**src/rtl/fetch_ctrl_pkg.sv**
```systemverilog
// Shared constants and the fetch queue entry layout for the instruction fetch controller.
// Imported by fetch_ctrl and fetch_queue.
package fetch_ctrl_pkg;

    localparam int          PC_W             = 32;
    localparam logic [31:0] RESET_PC_DEFAULT = 32'hbfc00000;
    localparam logic [4:0]  EXC_ADEL         = 5'd4;

    typedef struct packed {
        logic [PC_W-1:0] pc;
        logic            cancel;
        logic            exc;
        logic            arrived;
    } fq_entry_t;

    function automatic logic pc_misaligned(input logic [PC_W-1:0] pc);
        return pc[1:0] != 2'b00;
    endfunction

endpackage

```
**src/rtl/fetch_ctrl_queue.sv**
```systemverilog
// In-order queue of outstanding fetches (fetch_queue): circular storage with wrap-bit pointers,
// bulk cancel, and in-order matching of returned instructions to the oldest waiting entry.
module fetch_queue
    import fetch_ctrl_pkg::*;
#(
    parameter int QDEPTH = 2
) (
    input  logic      clk,
    input  logic      resetn,
    input  logic      push_i,
    input  fq_entry_t push_entry_i,
    input  logic      pop_i,
    input  logic      cancel_all_i,
    input  logic      data_ok_i,
    output fq_entry_t head_o,
    output logic      head_hit_o,
    output logic      empty_o,
    output logic      full_o
);

    localparam int         IW      = (QDEPTH > 1) ? $clog2(QDEPTH) : 1;
    localparam logic [IW:0] DEPTH_W = (IW+1)'(QDEPTH);
    localparam logic [IW-1:0] LAST_IDX = IW'(QDEPTH - 1);

    fq_entry_t         mem_q [QDEPTH];
    logic [IW-1:0]     rd_idx_q, rd_idx_d, wr_idx_q, wr_idx_d;
    logic              rd_wrap_q, rd_wrap_d, wr_wrap_q, wr_wrap_d;
    logic [QDEPTH-1:0] slot_valid;
    logic [IW:0]       scan_slot;
    logic              tgt_found;
    logic [IW-1:0]     tgt_idx;
    logic              data_hit;

    assign empty_o = (rd_idx_q == wr_idx_q) && (rd_wrap_q == wr_wrap_q);
    assign full_o  = (rd_idx_q == wr_idx_q) && (rd_wrap_q != wr_wrap_q);
    assign head_o  = mem_q[rd_idx_q];

    always_comb begin
        rd_idx_d  = rd_idx_q;
        rd_wrap_d = rd_wrap_q;
        if (pop_i && !empty_o) begin
            if (rd_idx_q == LAST_IDX) begin
                rd_idx_d  = '0;
                rd_wrap_d = ~rd_wrap_q;
            end else begin
                rd_idx_d = rd_idx_q + 1'b1;
            end
        end
    end

    always_comb begin
        wr_idx_d  = wr_idx_q;
        wr_wrap_d = wr_wrap_q;
        if (push_i && !full_o) begin
            if (wr_idx_q == LAST_IDX) begin
                wr_idx_d  = '0;
                wr_wrap_d = ~wr_wrap_q;
            end else begin
                wr_idx_d = wr_idx_q + 1'b1;
            end
        end
    end

    // A slot holds a live entry when it lies between the pointers, taking the wrap into account.
    always_comb begin
        slot_valid = '0;
        for (int i = 0; i < QDEPTH; i++) begin
            if (rd_wrap_q == wr_wrap_q) begin
                slot_valid[i] = (IW'(i) >= rd_idx_q) && (IW'(i) < wr_idx_q);
            end else begin
                slot_valid[i] = (IW'(i) >= rd_idx_q) || (IW'(i) < wr_idx_q);
            end
        end
    end

    // Returned data belongs to the oldest entry still waiting on the bus, searched from the head.
    always_comb begin
        tgt_found = 1'b0;
        tgt_idx   = rd_idx_q;
        scan_slot = '0;
        for (int k = 0; k < QDEPTH; k++) begin
            scan_slot = {1'b0, rd_idx_q} + (IW+1)'(k);
            if (scan_slot >= DEPTH_W) begin
                scan_slot = scan_slot - DEPTH_W;
            end
            if (!tgt_found && slot_valid[scan_slot[IW-1:0]]
                && !mem_q[scan_slot[IW-1:0]].arrived && !mem_q[scan_slot[IW-1:0]].exc) begin
                tgt_found = 1'b1;
                tgt_idx   = scan_slot[IW-1:0];
            end
        end
    end

    assign data_hit   = data_ok_i && tgt_found;
    assign head_hit_o = data_hit && (tgt_idx == rd_idx_q);

    always_ff @(posedge clk or negedge resetn) begin
        if (!resetn) begin
            rd_idx_q  <= '0;
            rd_wrap_q <= 1'b0;
            wr_idx_q  <= '0;
            wr_wrap_q <= 1'b0;
            for (int i = 0; i < QDEPTH; i++) begin
                mem_q[i] <= '0;
            end
        end else begin
            rd_idx_q  <= rd_idx_d;
            rd_wrap_q <= rd_wrap_d;
            wr_idx_q  <= wr_idx_d;
            wr_wrap_q <= wr_wrap_d;
            if (cancel_all_i) begin
                for (int i = 0; i < QDEPTH; i++) begin
                    mem_q[i].cancel <= 1'b1;
                end
            end
            if (data_hit) begin
                mem_q[tgt_idx].arrived <= 1'b1;
            end
            if (push_i && !full_o) begin
                mem_q[wr_idx_q] <= push_entry_i;
            end
        end
    end

endmodule

```
**src/rtl/fetch_ctrl.sv**
```systemverilog
// Instruction fetch controller: owns the PC, issues bus requests, and presents the oldest
// fetched instruction (or address-error marker) to decode.
module fetch_ctrl
    import fetch_ctrl_pkg::*;
#(
    parameter logic [31:0] RESET_PC = RESET_PC_DEFAULT,
    parameter int          QDEPTH   = 2
) (
    input  logic        clk,
    input  logic        resetn,
    output logic        inst_req,
    output logic [31:0] inst_addr,
    input  logic        inst_addr_ok,
    input  logic        inst_data_ok,
    input  logic        redirect_i,
    input  logic [31:0] redirect_pc_i,
    input  logic        ready_i,
    output logic        valid_o,
    output logic [31:0] pc_o,
    output logic        cancelled_o,
    output logic        exc_o,
    output logic [4:0]  exccode_o
);

    logic [31:0] pc_q, pc_d;
    logic        misaligned;
    logic        can_issue;
    logic        push_exc;
    logic        push;
    logic        pop;
    logic        head_ready;
    logic        q_full, q_empty, head_hit;
    fq_entry_t   head, push_entry;

    fetch_queue #(
        .QDEPTH(QDEPTH)
    ) u_queue (
        .clk          (clk),
        .resetn       (resetn),
        .push_i       (push),
        .push_entry_i (push_entry),
        .pop_i        (pop),
        .cancel_all_i (redirect_i),
        .data_ok_i    (inst_data_ok),
        .head_o       (head),
        .head_hit_o   (head_hit),
        .empty_o      (q_empty),
        .full_o       (q_full)
    );

    // A misaligned PC never reaches the bus; it is queued as an already-complete error entry.
    always_comb begin
        misaligned = pc_misaligned(pc_q);
        can_issue  = resetn && !q_full && !redirect_i;
        inst_req   = can_issue && !misaligned;
        inst_addr  = pc_q;
        push_exc   = can_issue && misaligned;
        push       = push_exc || (inst_req && inst_addr_ok);
        push_entry = '{pc: pc_q, cancel: 1'b0, exc: push_exc, arrived: push_exc};
    end

    always_comb begin
        pc_d = pc_q;
        if (redirect_i) begin
            pc_d = redirect_pc_i;
        end else if (push) begin
            pc_d = pc_q + 32'd4;
        end
    end

    // Cancelled heads drain as soon as their data is in, without waiting for decode.
    always_comb begin
        head_ready = head.arrived || head_hit;
        pop        = 1'b0;
        if (!q_empty) begin
            if (head.cancel) begin
                pop = head_ready;
            end else begin
                pop = ready_i && (head_ready || head.exc);
            end
        end
    end

    always_comb begin
        valid_o     = !q_empty && !head.cancel;
        cancelled_o = !q_empty && head.cancel;
        exc_o       = !q_empty && head.exc;
        pc_o        = q_empty ? 32'd0 : head.pc;
        exccode_o   = exc_o ? EXC_ADEL : 5'd0;
    end

    always_ff @(posedge clk or negedge resetn) begin
        if (!resetn) begin
            pc_q <= RESET_PC;
        end else begin
            pc_q <= pc_d;
        end
    end

endmodule

```
**config.mk**
```make
export PLATFORM = sky130hd
export DESIGN_NAME = fetch_ctrl
export DESIGN_NICKNAME = d
export VERILOG_FILES = /design/src/rtl/fetch_ctrl_pkg.sv /design/src/rtl/fetch_ctrl_queue.sv /design/src/rtl/fetch_ctrl.sv
export SDC_FILE = /design/constraint.sdc
export NUM_CORES = 1
export LEC_CHECK = 0
export CELL_PAD_IN_SITES_DETAIL_PLACEMENT = 0
export CELL_PAD_IN_SITES_GLOBAL_PLACEMENT = 1
export CORE_AREA = 5 5 120 122
export CTS_BUF_LIST = sky130_fd_sc_hd__clkbuf_2
export CTS_CLUSTER_DIAMETER = 40
export DETAILED_ROUTE_END_ITERATION = 16
export DIE_AREA = 0 0 125 127
export HOLD_SLACK_MARGIN = 0.15
export PLACE_DENSITY_LB_ADDON = 0.1
export SETUP_SLACK_MARGIN = 0.5
export SYNTH_ARGS = -nofsm -noshare
export SYNTH_HDL_FRONTEND = slang
export SYNTH_SLANG_ARGS = --single-unit
```
**constraint.sdc**
```tcl
create_clock -name clk -period 2.82 [get_ports clk]
set_input_delay 0.423 -clock clk [delete_from_list [all_inputs] [get_ports clk]]
set_output_delay 0.423 -clock clk [all_outputs]
set_load 0.005 [all_outputs]
```
# Word-level counts from Yosys, hierarchy flattened
# Index checks and enable logic that the tools add are counted.
# W data, S select, Z words.
[op_classes]
n_addsub = 6
n_mul = 0
div = 0
n_lt_le_gt_ge = 15
eq_ne = 4
shift = 0
mux = 39
bitwise_logic = 7
n_reduce_logical = 43
[ops]
columns = ["cell", "n"]
rows = [
  ["$bwmux W70", 2],
  ["$mux W35", 4],
  ["$mux W70", 2],
  ["$mux W32", 3],
  ["$demux W35 S1", 2],
  ["$add A32 B3 Y32 const B", 1],
  ["$logic_and A1 B1 Y1", 24],
  ["$mux W1", 19],
  ["$ge A2 B2 Y1 const B", 6],
  ["$mux W2", 6],
  ["$logic_not A1 Y1", 10],
  ["$not A1 Y2", 5],
  ["$logic_or A1 B1 Y1", 5],
  ["$lt A1 B2 Y1 const B", 2],
  ["$lt A2 B1 Y1 const B", 2],
  ["$reduce_and A2 Y1", 2],
  ["$reduce_bool A2 Y1", 2],
  ["$eq A1 B1 Y1", 3],
  ["$mux W3", 1],
  ["$add A1 B1 Y1 const B", 2],
  ["$add A1 B1 Y2 const B", 1],
  ["$ge A1 B1 Y1 const A", 2],
  ["$ge A1 B2 Y1 const B", 1],
  ["$lt A1 B1 Y1 const A", 2],
  ["3 further kinds", 5],
]
[totals]
reg_bits = 106
latchBits = 0
ramBits = 0
rom_bits = 0
in_bits = 38
mem_count = 0

# Depth between registers and ports, before layout
# Gate-level depths: netlist of the first run.
[logic_depth]
depth_word = 24
ltp_mapped = 7
mapped_depth_nobuf = 7

# By module
# A second synthesis of the first run with hierarchy kept.
[unflattened]
cells_unflattened = 482
area_unflattened_um2 = 5691.7
[modules_own_cells]
columns = ["mod", "n_inst", "cells_per_inst", "area_per_inst_um2", "seq_area_each_um2"]
rows = [
  ["fetch_queue", 1, 228, 3492.1, 1851.8],
  ["fetch_ctrl", 1, 254, 2199.6, 812.0],
]

# Worst setup path before layout of the first run
# No wires, ideal clock.
[synth_timing]
path_kind = "register to register"
start = "register u_queue.wr_idx_q"
end = "register u_queue.mem_q[62] in the netlist's numbering"
arrival_ns = 2.357
required_ns = 2.695
path_slack_ns = 0.338
path_stages_with_launch = 8
path_buffers = 1
period_less_slack_ns = 2.482
cell_sequence = "dfrtp_1 > inv_1 > ha_1 > nand2_1 > or4b_4 > nor2_8 > buf_6 > mux2_2"
[synth_between]
elab_chain_cells = 19
[synth_lines]
columns = ["item", "line_no", "text"]
rows = [
  ["start, declared", "fetch_ctrl_queue.sv:26", "logic [IW-1:0] rd_idx_q, rd_idx_d, wr_idx_q, wr_idx_d;"],
  ["start signal, assigned", "fetch_ctrl_queue.sv:109", "wr_idx_q <= wr_idx_d;"],
  ["$lt A1 B1 Y1", "fetch_ctrl_queue.sv:69, fetch_ctrl_queue.sv:71", ""],
  ["$logic_or A1 B1 Y1 / $logic_and A1 B1 Y1 (equally long branches)", "fetch_ctrl_queue.sv:71, fetch_ctrl_queue.sv:69", ""],
  ["$mux W1", "fetch_ctrl_queue.sv:68", "if (rd_wrap_q == wr_wrap_q) begin"],
  ["$mux W1 (not written as such) (2 in a row)", "fetch_ctrl_queue.sv:86", "if (!tgt_found && slot_valid[scan_slot[IW-1:0]]"],
  ["$logic_and A1 B1 Y1 (2 in a row)", "fetch_ctrl_queue.sv:87", "&& !mem_q[scan_slot[IW-1:0]].arrived && !mem_q[scan_slot[IW-1:0]].exc) begin"],
  ["$mux W1", "fetch_ctrl_queue.sv:86", ""],
  ["$logic_not A1 Y1", "fetch_ctrl_queue.sv:86", ""],
  ["$logic_and A1 B1 Y1", "fetch_ctrl_queue.sv:86", ""],
  ["$logic_and A1 B1 Y1 (2 in a row)", "fetch_ctrl_queue.sv:87", ""],
  ["$mux W1", "fetch_ctrl_queue.sv:86", ""],
  ["$not A1 Y2 (not written as such)", "fetch_ctrl_queue.sv:117", "mem_q[tgt_idx].arrived <= 1'b1;"],
  ["$demux W35 S1", "fetch_ctrl_queue.sv:117", ""],
  ["$bwmux W70", "fetch_ctrl_queue.sv:117", ""],
  ["$mux W70", "fetch_ctrl_queue.sv:116", "if (data_hit) begin"],
  ["$bwmux W70", "fetch_ctrl_queue.sv:120", "mem_q[wr_idx_q] <= push_entry_i;"],
  ["$mux W70 *", "fetch_ctrl_queue.sv:119", "if (push_i && !full_o) begin"],
  ["end signal, assigned by index", "fetch_ctrl_queue.sv:120", ""],
  ["end, declared", "fetch_ctrl_queue.sv:25", "fq_entry_t mem_q [QDEPTH];"],
]
# Every way passes the cells marked *; elsewhere a longest branch is shown, timed or not. The select of a mux whose other input is x is not followed.
# A chain may end at the register's enable or synchronous reset.

# Worst setup path in the final report of the first run
[layout_timing]
start = "register u_queue.wr_wrap_q"
end = "output pc_o[19]"
[layout_between]
elab_chain_cells = 3
[layout_lines]
columns = ["item", "line_no", "text"]
rows = [
  ["start, declared", "fetch_ctrl_queue.sv:27", "logic rd_wrap_q, rd_wrap_d, wr_wrap_q, wr_wrap_d;"],
  ["start signal, assigned", "fetch_ctrl_queue.sv:110", "wr_wrap_q <= wr_wrap_d;"],
  ["$eq A1 B1 Y1", "fetch_ctrl_queue.sv:34", "assign empty_o = (rd_idx_q == wr_idx_q) && (rd_wrap_q == wr_wrap_q);"],
  ["$logic_and A1 B1 Y1", "fetch_ctrl_queue.sv:34", ""],
  ["$mux W32", "fetch_ctrl.sv:88", "pc_o = q_empty ? 32'd0 : head.pc;"],
  ["end, declared", "fetch_ctrl.sv:19", "output logic [31:0] pc_o,"],
]
# Every way passes these cells.

==> results.yml, run 1 <==
critical_path:
  required_ns: 2.40
  reg2reg_to: "inst_addr[26]"
  critPathMaxFanout: 12
  arrival_ns: 2.06
  rr_worst_depth: 7
  r2r_start: "u_queue.rd_idx_q"
  crit_path_end: "pc_o[19]"
  crit_path_start: "u_queue.wr_wrap_q"
  setup.worst_path.class: "flop to output pin"
  critPathCaptureType: "output pin"
  worst-r2r-setup-slack_ns: 0.52
  start_kind: "flop"
sta:
  tns_ns: 0
  fmax_mhz: 403.0
  fin_crit_ns: 2.481
  fin_ws_ns: 0.3386
  rsz0062_at_grt: "true"
  clock_skew_ns: 0.03137
  setup-violations-final: 0
  drv_slew: 0
  finalCritPeriodShare: 0.8799
  tightest_slew_ns: 0.7269
  relSlewSlack: 0.5154
  final_hold_viol_count: 0
clocking:
  htreeDepth: 3
  clock_path_buffers: 2
  clk_pin_slew_worst_paths_ns: 0.26
  clock_sinks: 106
  cts_tree: "done"
  cts_root_buffer: "clkbuf_2"
  cts-buffers-inserted: 9
  clk_latency_ns: 0.58
placement:
  placedCellCount: 759
  dp_hpwl_um: 9729
  dp_slack_ns: 0.2512
  place.gp.congestion: 0.7753
  io_buffers: 106
  place_area_um2: 6699
synthesis:
  synth_top_area_frac: 0.4468
  synthCells: 487
  ys_seq_area_frac: 0.4903
  yosys_warnings: 0
  syn_area_um2: 5433
  synthFlopType: "dfrtp_1"
  yosys-top-cells-count: "97 x dfrtp_1, 53 x mux2_1, 45 x nand2_1, 45 x nor2_1, 36 x mux2i_1"
  synth.most_common_cell: "dfrtp_1"
  ys_async_sr_fraction: 1.000
  avgSynthCellArea_um2: 11.16
  synth_edf_count: 0
  synth_top_cells_by_area: "dfrtp_1 45%, mux2_1 11%, mux2i_1 6.6%, dfstp_2 4.4%, nand2_1 3.1%"
  ys_types: 57
  synth_area_leader_cell: "dfrtp_1"
  synth_seq_cells: 106
pwr:
  total_power_mw: 6.990
  powerDensity_nw_per_um2: 970.1
  p_leak_nw: 3.210
  ir_drop_mv: 0.4197
die:
  pin_count: 111
  design.core.area_um2: 13090
  start_util: 0.4152
  die_h_um: 127
  die_area_um2: 15880
  rows: 42
  die_w_um: 125
global_routing:
  grt_pass1_vias: 4254
  overflow: 0
  antenna_found_initial: 0
  grt_usage: 0.1835
  grt_pass1_wl_um: 23200
  grt_max_degree: 58
outcome:
  outcome: "finished clean"
route:
  post-route-drc-count: 0
  routed_wl_um: 14390
  drtPass1Iterations: 4
  vias: 4186
  drtAntennaViolNets: 0
  routedWlPerCell_um: 17.96
  viasPerCell: 5.226
  drt-initial-drc-count: 236
finish:
  final_cells: 801
  num-fill-cells: 1178
  area_growth_pct: 32.63
  antennaDiodeCount: 0
  nets: 661
  final_area_um2: 7206
  drive_above_1_share: 0.1824
worst_hold_path:
  hold_path_class: "primary input to flop"
  worstHoldStart: "redirect_pc_i[29]"
job:
  max_cap_violations: 0
[critical path, stage by stage (launching register included)]
cell and delay [ns]:
dfrtp_2 0.48, buf_12 0.13, xnor2_4 0.16, and2_4 0.24, buf_8 0.15, nor2_1 0.07
dlygate4sd2_1 0.26
[how the worst min path moves through the flow]
stage                     cells past startpoint                 to
final                                         3      inst_addr[29]
after floorplan                               0       inst_addr[0]
after CTS                                     3      inst_addr[29]
after global placement                        1  u_queue.mem_q[57]
after detailed placement                      1  u_queue.mem_q[57]
after global routing                          3      inst_addr[31]
[what timing repair did]
item,4_1_cts,5_1_grt
cloned,2,1
hold buffers,3,0
gates resized for setup,66,13
hold endpoints to repair,50,0
setup endpoints to repair,105,47
pin swaps,5,6
buffers inserted,13,7
[layer usage]
| layer | vias to the layer above | wire (um) | track usage |
|---|---|---|---|
| li1 | 1995 | - | - |
| met1 | 2077 | 6643 | 0.2442 |
| met2 | 102 | 6970 | 0.3047 |
| met3 | 12 | 639 | 0.04800 |
| met4 | 0 | 132 | 0.04018 |
| met5 | - | 0 | 0 |
[cell type report]
class | count | area (um2) | area share
clock inverter | 3 | 43.79 | 0.006077
sequential | 106 | 2670 | 0.3706
inverter | 13 | 51.30 | 0.007119
timing repair buffer | 147 | 1481 | 0.2056
clock buffer | 13 | 65.06 | 0.009029
multi-input combinational | 343 | 2674 | 0.3711
tap | 176 | 220.2 | 0.03056
[kinds of logic after synthesis]
kind of cell | Yosys count | synth area share
multiplexers | 103 | 0.2052
flip-flops | 106 | 0.4903
AND/OR/NAND/NOR | 159 | 0.1513
AO/OA/AOI/OAI | 50 | 0.06495
buffers and inverters | 41 | 0.04053
adder cells (fa/ha/maj) | 3 | 0.006910
other | 1 | 0.0006903
XOR/XNOR | 24 | 0.04008
[cells in the final DEF (no fill, tap or decap), types with 8 or more instances in the layout]
cell and instances:
dfrtp_1 92, mux2_1 53, o21ai_0 20, o211ai_1 8, nor2_1 41, xnor2_1 8
dfstp_2 9, inv_1 11, buf_4 24, mux2i_1 34, nand3_1 16, nand4_1 14
dlygate4sd2_1 34, mux2_2 14, xor2_1 14, nand2_1 44, clkdlybuf4s50_1 68, clkbuf_2 13
[flip-flops by register name (all words and copies together) (netlist names)]
signal,count
u_queue.mem_q,70
u_queue.rd_idx_q,1
inst_addr,32
u_queue.rd_wrap_q,1
u_queue.wr_wrap_q,1
u_queue.wr_idx_q,1
[where the power goes]
part	total [mW]	leakage (nW)	internal (mW)	switching, mW
logic	3.79	1.87	2.10	1.69
registers	2.51	1.27	2.09	0.420
clock network	0.697	0.0762	0.220	0.478
[stage by stage]
step | utilization | hold slack, ns
2_1_floorplan | - | 0.1274
3_3_place_gp | 0.5120 | 0.4658
3_5_place_dp | 0.5120 | 0.4740
4_1_cts | 0.5418 | 0.2411
5_1_grt | 0.5507 | 0.2417
6_report | 0.5507 | 0.3250
(Power assumes the default switching activity.)
==> inputs of run 2 (changes only) <==
--- a/config.mk
+++ b/config.mk
@@ -14,6 +14,7 @@
 export DIE_AREA = 0 0 125 127
 export HOLD_SLACK_MARGIN = 0.15
 export PLACE_DENSITY_LB_ADDON = 0.1
+export RECOVER_POWER = 50
 export SETUP_SLACK_MARGIN = 0.5
 export SYNTH_ARGS = -nofsm -noshare
 export SYNTH_HDL_FRONTEND = slang
==> results.yml, run 2 (same netlist as run 1, synthesis figures left out) <==
finish:
  final_common_cell: "dfrtp_1"
  antennaDiodeCount: 0
  final_area_um2: 7159
  area_growth_pct: 31.78
  nets: 661
  largest_reg_flops: 70
  multi_input_area_um2: 2653
  max_flop_register: "u_queue.mem_q"
  num-fill-cells: 1193
  final_cells: 801
  regArea_um2: 2670
  drive_above_1_share: 0.1664
  final_cell_mix: "92 x dfrtp_1, 64 x clkdlybuf4s50_1, 53 x mux2_1, 45 x nand2_1, 41 x nor2_1"
route:
  post-route-drc-count: 0
  drtAntennaViolNets: 0
  viasPerCell: 5.190
  vias: 4157
  drt-initial-drc-count: 241
  routedWlPerCell_um: 17.95
  routed_wl_um: 14380
  drtPass1Iterations: 4
die:
  start_util: 0.4152
  rows: 42
  die_area_um2: 15880
  pin_count: 111
  design.core.area_um2: 13090
  die_h_um: 127
  die_w_um: 125
global_routing:
  grt_usage: 0.1835
  busiest_layer: "met2"
  overflow: 0
  antenna_found_initial: 0
  grt_max_degree: 58
  met2_usage: 0.3047
  grt_pass1_wl_um: 23200
  grtUsageMet1: 0.2442
  grt_use_met3: 0.04800
  grt_pass1_vias: 4254
pwr:
  pwr-share-seq: 0.362
  ir_drop_mv: 0.4071
  clkPwrFrac: 0.101
  p_sw_frac: 0.3701
  p_comb_frac: 0.537
  power_switching_mw: 2.563
  intPower_mw: 4.363
  powerDensity_nw_per_um2: 967.4
  p_leak_nw: 3.184
sta:
  tightest_slew_ns: 1.426
  setup-violations-final: 0
  rsz0062_at_grt: "true"
  fin_crit_ns: 2.579
  relSlewSlack: 0.04953
  clock_skew_ns: 0.03268
  fmax_mhz: 387.7
  final_hold_viol_count: 0
  drv_slew: 0
  tns_ns: 0
  finalCritPeriodShare: 0.9147
critical_path:
  rr_worst_depth: 7
  start_kind: "flop"
  setup.worst_path.class: "flop to flop"
  required_ns: 3.31
  arrival_ns: 3.07
  reg2reg_to: "u_queue.mem_q[3]"
  critPathMaxStageDelay_ns: 0.64
  path_cells: "clkbuf_1, xor2_4, nand2_1, or4b_1, nor2_8, clkbuf_2, mux2_1"
  worst-r2r-setup-slack_ns: 0.24
  cp_slowest_cell: "or4b_1"
  r2r_start: "u_queue.wr_wrap_q"
  critPathMaxFanout: 12
  critPathCaptureType: "flop"
placement:
  dp_hpwl_um: 9729
  io_buffers: 106
  place_area_um2: 6699
  placedCellCount: 759
  place.gp.congestion: 0.7753
clocking:
  clk_latency_ns: 0.58
  cts_tree: "done"
  cts-buffers-inserted: 9
  clock_sinks: 106
  clock_path_buffers: 2
  cts_root_buffer: "clkbuf_2"
  clk_pin_slew_worst_paths_ns: 0.26
  htreeDepth: 3
worst_hold_path:
  worstHoldStart: "redirect_pc_i[29]"
  hold_path_class: "primary input to flop"
  hold_end: "inst_addr[29]"
  holdPathStages: 3
outcome:
  outcome: "finished clean"
job:
  max_cap_violations: 0
run 2: cell types whose count changed in the layout (fill, tap and decap cells not counted), moves of 2 or more:
cell | before | now
buf_4 | 24 | 16
clkbuf_1 | 0 | 6
clkbuf_2 | 13 | 15
clkdlybuf4s50_1 | 68 | 64
dlygate4sd3_1 | 3 | 7
o21ai_0 | 20 | 22
o21ai_1 | 2 | 0
run 2: layer usage:
layer  wire [um]  vias to the layer above
met4         141                        0
met1        6624                     2047
met5           0                        -
met2        6949                      100
li1            -                     1996
met3         662                       14
run 2: worst max-delay path by stage:
stage	slack [ns]	to	from	cells after the start
6_report	0.24	u_queue.mem_q[3]	u_queue.wr_wrap_q	7
5_1_grt	0.10	inst_addr[13]	u_queue.wr_wrap_q	7
4_1_cts	0.27	pc_o[18]	u_queue.wr_wrap_q	6
3_5_place_dp	0.25	pc_o[22]	u_queue.wr_idx_q	6
3_3_place_gp	0.31	pc_o[22]	u_queue.wr_idx_q	6
2_1_floorplan	0.50	u_queue.mem_q[62]	u_queue.wr_idx_q	7
run 2: final cells by class:
cell class	instances	share of cell area
multi-input combinational	343	0.3705
clock inverter	3	0.006117
clock buffer	13	0.009088
tap	176	0.03076
sequential	106	0.3729
timing repair buffer	147	0.2034
inverter	13	0.007165
run 2: critical path, delay by kind of cell (launching register included):
family	cells	cell delay, ns
xor+xnor	1	0.21
simple gates	3	0.94
flops	1	0.48
mux	1	0.36
buf+inv	2	0.50
run 2: through the flow:
step           hold WS [ns]  utilization  worst slack, ns  total power [mW]
6_report             0.3197       0.5471           0.2405             6.926
3_3_place_gp         0.4658       0.5120           0.3148             5.827
4_1_cts              0.2411       0.5418           0.2750             6.908
3_5_place_dp         0.4740       0.5120           0.2512             5.892
5_1_grt              0.2418       0.5471           0.1045             7.431
2_1_floorplan        0.1274            -           0.5000             4.234
run 2: what timing repair did:
action,CTS,global route
pin swaps,5,6
endpoints found under the setup margin,105,47
endpoints found under the hold margin,50,0
gates cloned,2,1
buffers inserted,13,7
resized for setup,66,13
hold buffers,3,0
run 2: power groups by stage:
stage,registers [mW],logic [mW],clock network (mW)
2_1_floorplan,2.41,1.83,0
3_3_place_gp,2.50,3.33,0
3_5_place_dp,2.53,3.36,0
4_1_cts,2.49,3.67,0.741
5_1_grt,2.59,4.05,0.792
6_report,2.51,3.72,0.697
